--- config.mk ---
export PLATFORM = sky130hd
export DESIGN_NAME = ysyx_25040111_rf_sb
export DESIGN_NICKNAME = d
export VERILOG_FILES = /design/src/rtl/ysyx_25040111_rf_pkg.sv /design/src/rtl/ysyx_25040111_rf_rdport.sv /design/src/rtl/ysyx_25040111_rf_sb.sv
export SDC_FILE = /design/constraint.sdc
export NUM_CORES = 1
export LEC_CHECK = 0
export CAP_MARGIN = 20
export CORE_MARGIN = 2
export CORE_UTILIZATION = 55
export DETAILED_ROUTE_END_ITERATION = 10
export GPL_ROUTABILITY_DRIVEN = 1
export PLACE_DENSITY = 0.71
export REMOVE_ABC_BUFFERS = 1
export SLEW_MARGIN = 20
export SYNTH_ARGS = -nofsm -noshare
export SYNTH_HDL_FRONTEND = slang
export SYNTH_SLANG_ARGS = --single-unit
--- constraint.sdc ---
create_clock -name clock -period 6.3 [get_ports clock]
set_clock_uncertainty 0.05 [all_clocks]
set_input_delay 0.63 -clock clock [delete_from_list [all_inputs] [get_ports clock]]
set_output_delay 0.63 -clock clock [all_outputs]
set_load 0.02 [all_outputs]
--- src/rtl/ysyx_25040111_rf_pkg.sv ---
// Shared constants for the scoreboarded register file: default widths,
// RV32E/RV32I register-count presets and the hard-wired zero register index.
package ysyx_25040111_rf_pkg;

    localparam int XLEN_DEFAULT = 32;
    localparam int NREG_RV32E   = 16;
    localparam int NREG_RV32I   = 32;
    localparam int NREG_DEFAULT = NREG_RV32E;
    localparam int CNTW_DEFAULT = 32;

    localparam int REG_ZERO = 0;

endpackage

--- src/rtl/ysyx_25040111_rf_rdport.sv ---
// One source-operand read port: returns zero for disabled or x0 reads,
// forwards same-cycle writeback data, and reports whether the source is hazard-free.
module ysyx_25040111_rf_rdport
    import ysyx_25040111_rf_pkg::*;
#(
    parameter  int XLEN = XLEN_DEFAULT,
    parameter  int NREG = NREG_DEFAULT,
    localparam int AW   = $clog2(NREG)
) (
    input  logic            ren_i,
    input  logic [AW-1:0]   addr_i,
    input  logic [NREG-1:0] busy_i,
    input  logic            wb_valid_i,
    input  logic [AW-1:0]   wb_addr_i,
    input  logic [XLEN-1:0] wb_data_i,
    input  logic [XLEN-1:0] rf_rdata_i,
    output logic [XLEN-1:0] data_o,
    output logic            src_ok_o
);

    logic addrZero;
    logic wbHit;

    assign addrZero = (addr_i == AW'(REG_ZERO));
    assign wbHit    = wb_valid_i && (wb_addr_i == addr_i);

    always_comb begin
        data_o = '0;
        if (ren_i && !addrZero) begin
            data_o = wbHit ? wb_data_i : rf_rdata_i;
        end
    end

    // A busy source is still usable when its pending result arrives this cycle.
    assign src_ok_o = !ren_i || addrZero || !busy_i[addr_i] || wbHit;

endmodule

--- src/rtl/ysyx_25040111_rf_sb.sv ---
// Integer register file with a per-register write scoreboard: issue stalls on
// RAW/WAW hazards, writeback releases reservations, flush drops them all.
module ysyx_25040111_rf_sb
    import ysyx_25040111_rf_pkg::*;
#(
    parameter  int XLEN = XLEN_DEFAULT,
    parameter  int NREG = NREG_DEFAULT,
    parameter  int CNTW = CNTW_DEFAULT,
    localparam int AW   = $clog2(NREG)
) (
    input  logic            clock,
    input  logic            reset_n,
    input  logic            iss_valid,
    output logic            iss_ready,
    input  logic [1:0]      iss_ren,
    input  logic [AW-1:0]   iss_rs1,
    input  logic [AW-1:0]   iss_rs2,
    input  logic            iss_rd_wen,
    input  logic [AW-1:0]   iss_rd,
    output logic [XLEN-1:0] rs1_data,
    output logic [XLEN-1:0] rs2_data,
    input  logic            wb_valid,
    input  logic [AW-1:0]   wb_addr,
    input  logic [XLEN-1:0] wb_data,
    input  logic            flush,
    output logic [NREG-1:0] busy,
    output logic [CNTW-1:0] stall_cnt
);

    logic [XLEN-1:0] rf_q [NREG];
    logic [NREG-1:0] busy_q;
    logic [NREG-1:0] busy_d;
    logic [CNTW-1:0] stallCnt_q;
    logic [CNTW-1:0] stallCnt_d;

    logic srcOk1;
    logic srcOk2;
    logic dstOk;
    logic fire;
    logic stallCycle;

    ysyx_25040111_rf_rdport #(
        .XLEN (XLEN),
        .NREG (NREG)
    ) u_rdport1 (
        .ren_i      (iss_ren[0]),
        .addr_i     (iss_rs1),
        .busy_i     (busy_q),
        .wb_valid_i (wb_valid),
        .wb_addr_i  (wb_addr),
        .wb_data_i  (wb_data),
        .rf_rdata_i (rf_q[iss_rs1]),
        .data_o     (rs1_data),
        .src_ok_o   (srcOk1)
    );

    ysyx_25040111_rf_rdport #(
        .XLEN (XLEN),
        .NREG (NREG)
    ) u_rdport2 (
        .ren_i      (iss_ren[1]),
        .addr_i     (iss_rs2),
        .busy_i     (busy_q),
        .wb_valid_i (wb_valid),
        .wb_addr_i  (wb_addr),
        .wb_data_i  (wb_data),
        .rf_rdata_i (rf_q[iss_rs2]),
        .data_o     (rs2_data),
        .src_ok_o   (srcOk2)
    );

    // WAW check: only one write per register may be in flight at a time.
    assign dstOk = !iss_rd_wen
                || (iss_rd == AW'(REG_ZERO))
                || !busy_q[iss_rd]
                || (wb_valid && (wb_addr == iss_rd));

    assign iss_ready  = srcOk1 && srcOk2 && dstOk && !flush;
    assign fire       = iss_valid && iss_ready;
    assign stallCycle = iss_valid && !iss_ready;

    // Writebacks land even when the register is no longer reserved (post-flush).
    always_ff @(posedge clock or negedge reset_n) begin
        if (!reset_n) begin
            for (int r = 0; r < NREG; r++) begin
                rf_q[r] <= '0;
            end
        end else if (wb_valid && (wb_addr != AW'(REG_ZERO))) begin
            rf_q[wb_addr] <= wb_data;
        end
    end

    always_comb begin
        busy_d = busy_q;
        for (int r = 1; r < NREG; r++) begin
            if (flush) begin
                busy_d[r] = 1'b0;
            end else if (fire && iss_rd_wen && (iss_rd == AW'(r))) begin
                busy_d[r] = 1'b1;
            end else if (wb_valid && (wb_addr == AW'(r))) begin
                busy_d[r] = 1'b0;
            end
        end
        busy_d[REG_ZERO] = 1'b0;
    end

    always_ff @(posedge clock or negedge reset_n) begin
        if (!reset_n) begin
            busy_q <= '0;
        end else begin
            busy_q <= busy_d;
        end
    end

    always_comb begin
        stallCnt_d = stallCnt_q;
        if (stallCycle && (stallCnt_q != {CNTW{1'b1}})) begin
            stallCnt_d = stallCnt_q + CNTW'(1);
        end
    end

    always_ff @(posedge clock or negedge reset_n) begin
        if (!reset_n) begin
            stallCnt_q <= '0;
        end else begin
            stallCnt_q <= stallCnt_d;
        end
    end

    assign busy      = busy_q;
    assign stall_cnt = stallCnt_q;

endmodule

## Word level (Yosys, flattened, before mapping)

Index checks and enable logic that the tools add are counted.

- Word-level logic and storage cells: 223
- Flip-flop bits (word level): 559
- Output and inout bits: 113
- Input bits: 56

- $lt $le $gt $ge: 7
- Multiplexer cells: 64
- Bitwise gates (word level): 3
- Reduce and logical (&&, ||, !) cells: 82
- $add $sub $neg: 1
- Equality and inequality tests: 34

Operators by type and width:

| kind | number |
|---|---|
| bitwise mux 512 bit | 1 |
| 2-to-1 mux 32 bit | 9 |
| binary-select mux 32 bit (select 4 bit) | 2 |
| demux 32 bit (select 4 bit) | 1 |
| equality test 4 bit (second input constant) | 16 |
| 2-to-1 mux 1 bit | 48 |
| nonzero test 3 bit | 15 |
| logical AND 1 bit | 44 |
| adder 32 x 1 -> 32 bit (second input constant) | 1 |
| equality test 4 x 3 -> 1 bit (second input constant) | 8 |
| != test 32 bit (second input constant) | 1 |
| equality test 4 x 2 -> 1 bit (second input constant) | 4 |
| greater-or-equal comparator 5 bit (second input constant) | 3 |
| less-than comparator 4 x 5 -> 1 bit (second input constant) | 3 |
| inverter 4 -> 5 bit | 3 |
| binary-select mux 1 bit (select 4 bit) | 3 |
| equality test 4 bit | 3 |
| zero test 4 bit | 3 |
| zero test 1 bit | 10 |
| logical OR 1 bit | 9 |
| equality test 4 x 1 -> 1 bit (second input constant) | 2 |
| less-than comparator 5 x 1 -> 1 bit (second input constant) | 1 |
| nonzero test 4 bit | 1 |

## Logic depth before layout (Yosys ltp)

- Depth after elaboration: 13
- Mapped depth: 10

## Modules after synthesis

A second synthesis with hierarchy kept.

- Cells, all modules: 2081
- Area total of the unflattened synthesis: 30620.6 um^2

By module, submodules not included:

| module | cells each | sequential area each (um^2) | area an instance (um^2) | times used |
|---|---|---|---|---|
| ysyx_25040111_rf_sb | 1795 | 13988.4 | 28956.5 | 1 |
| ysyx_25040111_rf_rdport | 143 | 0.0 | 832.0 | 2 |

## Least setup slack after synthesis

OpenSTA, ideal clock, no wires.

- Path kind: input to output
- Start point: input port iss_rs2[0]
- End point: output port rs2_data[15]
- Data required time: 5.620 ns
- Stages on the path: 7
- Path buffers: 3
- Arrival: 2.742 ns
- Setup slack: 2.878 ns
- Path through: buf_6 > clkbuf_1 > buf_1 > mux4_2 > mux4_2 > nand2_1 > a21oi_1

- Word-level cells in the longest chain between the ends: 6

Ends and longest elaborated chain:

| element | RTL line | text |
|---|---|---|
| start, declared | ysyx_25040111_rf_sb.sv:17 | `input logic [AW-1:0] iss_rs2,` |
| inverter 4 -> 5 bit (implied by the code) | ysyx_25040111_rf_sb.sv:67 | `.rf_rdata_i (rf_q[iss_rs2]),` |
| binary-select mux 32 bit (select 4 bit) | ysyx_25040111_rf_sb.sv:67 |  |
| 2-to-1 mux 32 bit (implied by the code) (2 in series) | ysyx_25040111_rf_sb.sv:67 |  |
| 2-to-1 mux 32 bit | ysyx_25040111_rf_rdport.sv:30 | `data_o = wbHit ? wb_data_i : rf_rdata_i;` |
| 2-to-1 mux 32 bit * | ysyx_25040111_rf_rdport.sv:29 | `if (ren_i && !addrZero) begin` |
| end, declared | ysyx_25040111_rf_sb.sv:21 | `output logic [XLEN-1:0] rs2_data,` |

Mark *: on every way between the ends. The rest lies on a longest branch, timed or not. The select of a mux whose other input is x is not followed.

## Worst setup path in the final report

- Start point: input port iss_rs2[2]
- End point: output port iss_ready

- Word-level cells in the longest chain between the ends: 8

Ends and longest elaborated chain:

| element | RTL line | text |
|---|---|---|
| binary-select mux 1 bit (select 4 bit) | ysyx_25040111_rf_rdport.sv:35 | `assign src_ok_o = !ren_i \|\| addrZero \|\| !busy_i[addr_i] \|\| wbHit;` |
| 2-to-1 mux 1 bit (implied by the code) | ysyx_25040111_rf_rdport.sv:35 |  |
| zero test 1 bit | ysyx_25040111_rf_rdport.sv:35 |  |
| logical OR 1 bit | ysyx_25040111_rf_rdport.sv:35 |  |
| logical OR 1 bit * | ysyx_25040111_rf_rdport.sv:35 |  |
| logical AND 1 bit * (3 in series) | ysyx_25040111_rf_sb.sv:78 | `assign iss_ready = srcOk1 && srcOk2 && dstOk && !flush;` |
| end, declared | ysyx_25040111_rf_sb.sv:14 | `output logic iss_ready,` |

Marked as above.

==> qor.csv <==
stage;metric;value;unit
power_and_ir_drop;peakVddDrop;0.307;mV
timing;fin_crit_sh;71.2;%
timing;timing.fmax;0.223;GHz
worst_hold_path;hold_class;flip-flop to flip-flop;
yosys;ys_seq_area_share;46.5;%
yosys;synth_xor_area_share;1.25;%
clock_tree;clk_path_buf_depth;3;
critical_path;arrival;3.80;ns
power_and_ir_drop;power.density;325;nW/um2
timing;setup_viol;0;
power_and_ir_drop;power_leakage;14.0;nW
die;fp-row-count;85;
routing;drt-initial-drc-count;1470;
clock_tree;clk_latency;0.62;ns
die;die_area;56600;um2
yosys;async_flop_share;100;%
status;outcome;completed;
placement;gp_congestion;0.826;
global_route;grt_remaining_overflow;0;
layout;fin_nets;2119;
clock_tree;clk_pin_slew_worst_paths;0.06;ns
routing;drc;0;
global_route;grtUsageTotal;30.3;%
routing;first_pass_iters;5;
die;die_h;238;um
routing;vias_per_cell;6.71;
routing;routedWlPerCell;29.6;um
yosys;yosysTopAreaCell;dfrtp_1;
yosys;netlist.area_leader.share;46.5;%
layout;diodes;0;
yosys;synth_cells;2021;
yosys;yosysUniqueCellTypes;53;
placement;dpl_cell_area;32200;um2
layout;syn_to_final_growth;13.8;%
timing;period_minus_slack;4.48;ns
layout;stdcell_area;34200;um2
yosys;yosysWarnings;0;
critical_path;cp_max_fo;39;
yosys;synth-simple-area-share;4.43;%
die;core;53900;um2
clock_tree;cts_buffers;58;
timing;slew_headroom;29.6;%
global_route;grt_pass1_vias;19889;
yosys;syn_area;30100;um2
routing;antenna_left;0;
die;start_util;55.8;%
global_route;antenna_found_initial;1;
critical_path;cp-start-kind;primary input;
yosys;synth_ff_type;dfrtp_1;
timing;setup_tns;0;ns
clock_tree;clockRootBuffer;clkbuf_16;
yosys;synth_top_family_by_area;multiplexers;
critical_path;crit_type;primary input to output port;
timing;worstMarginPinSlew;1.05;ns
yosys;syn_avg_cell_area;14.9;um2
clock_tree;cts.sinks;559;
global_route;grt_start_max_net_pins;169;
flow_run;max-cap-violations;0;
yosys;synth_edf_count;0;
clock_tree;cts_tree;yes;
power_and_ir_drop;power;11.1;mW
die;dieWidth;238;um
critical_path;crit_required;5.62;ns
layout;drive_gt1_share;46.6;%
timing;rsz0062_at_grt;no;
die;num_io_pins;169;
yosys;synthMuxAreaShare;42.8;%
yosys;ys_seq_elements;559;
clock_tree;cts_resized;0;
routing;wirelength;83.2;mm
clock_tree;htree_num_levels;2;
timing;finalHoldViolations;0;
timing;drv_slew;0;
yosys;synthTopCellsByArea;dfrtp_1 (47%), mux4_2 (24%), mux2_2 (18%);
placement;place_hpwl;46.4;mm
routing;vias;18826;
yosys;synth_compound_area_share;1.85;%
critical_path;end_kind;output port;
placement;port_buffers;167;
global_route;grt_pass1_wl;127;mm
yosys;synthAdderAreaFrac;0.0416;%
power by group:
part | total [mW] | switching [mW] | internal [mW] | leakage [nW]
clock network | 3.63 | 1.46 | 2.17 | 0.998
registers | 4.88 | 0.545 | 4.34 | 6.97
logic | 2.61 | 0.993 | 1.62 | 6.05
total | 11.1 | 3.00 | 8.12 | 14.0
registers in the layout, indices dropped and copies added (netlist names):
register,count
busy,15
rf_q,512
stall_cnt,32
stage by stage:
stage               std cells  utilization (%)  setup slack, ns  hold slack [ns]
global placement         2696             59.7             1.86            0.326
global route             2805             63.5             1.71            0.358
detailed placement       2697             59.7             1.83            0.333
CTS                      2805             63.5             1.82            0.347
floorplan                1794                -            0.457            0.284
finish                   2805             63.5             1.82            0.344
per-layer routing:
layer  vias to the layer above  wire length, um  global-route usage (%)
li1                       7796                -                       -
met1                     10188            33400                    40.6
met2                       684            42000                    50.7
met3                       158             5290                    5.65
met4                         0             2540                    9.45
met5                         -                0                       0
Yosys cell counts (7+ instances only):
library cell / number
clkbuf_1: 170
nand2_1: 145
nor2_1: 15
mux4_2: 327
buf_1: 15
nor3_1: 22
dfrtp_1: 559
a21oi_1: 68
buf_2: 37
nand3_1: 24
mux2i_1: 7
and3_1: 9
mux2_2: 482
xor2_1: 38
nor3b_1: 14
cells in the final DEF, fill, tap and decap left out, types with 6 or more instances in the layout:
| master | n |
|---|---|
| dfrtp_1 | 559 |
| mux2_2 | 482 |
| mux4_2 | 327 |
| clkdlybuf4s50_1 | 159 |
| nand2_1 | 145 |
| a21oi_1 | 68 |
| clkbuf_16 | 61 |
| xor2_1 | 38 |
| buf_4 | 35 |
| nand3_1 | 23 |
| nor3_1 | 22 |
| clkbuf_8 | 17 |
| nor3b_1 | 14 |
| clkbuf_1 | 11 |
| nor2_4 | 9 |
| and3_1 | 8 |
| clkinv_2 | 8 |
| mux2i_1 | 7 |
| nor2_1 | 6 |
| nand4_1 | 6 |
logic make-up (layout without fill, tap and decap cells):
logic type	count (synthesis)	after routing
AO/OA/AOI/OAI	94	94
XOR/XNOR	43	43
adder cells (fa/ha/maj)	1	1
buffers and inverters	233	321
flip-flops	559	559
multiplexers	816	816
other	1	1
AND/OR/NAND/NOR	274	274
cell type report:
cell class,count,area (um2)
fill,3913,19700
multi-input combinational,1229,15300
sequential,559,14000
timing repair buffer,208,2070
clock buffer,89,1800
tap,696,871
clock inverter,18,230
inverter,6,22.5
what timing repair did:
action                                 CTS  global route
hold buffers                             1             0
endpoints found under the hold margin    8             0
buffers inserted                         0             0
worst max-delay path, cell delays in order:
cell and delay (ns):
buf_2 0.20, buf_4 0.73, mux2i_1 0.26, nor3_1 0.07, nor4_1 0.29, nor3_1 0.11
a2111oi_4 0.37, buf_4 0.41, clkdlybuf4s50_1 0.68
final timing paths:
path | depth (start not counted) | slack, ns | startpoint | endpoint
min | 0 | 0.34 | rf_q[490] | rf_q[490]
min in group asynchronous | 2 | 0.59 | reset_n | stall_cnt[26]
max in group asynchronous | 3 | 4.20 | reset_n | rf_q[276]
max reg2reg | 8 | 3.15 | stall_cnt[8] | stall_cnt[1]
max | 9 | 1.82 | iss_rs2[2] | iss_ready
min reg2reg | 0 | 0.34 | rf_q[490] | rf_q[490]
No activity file was read; power rests on OpenSTA's default activity.
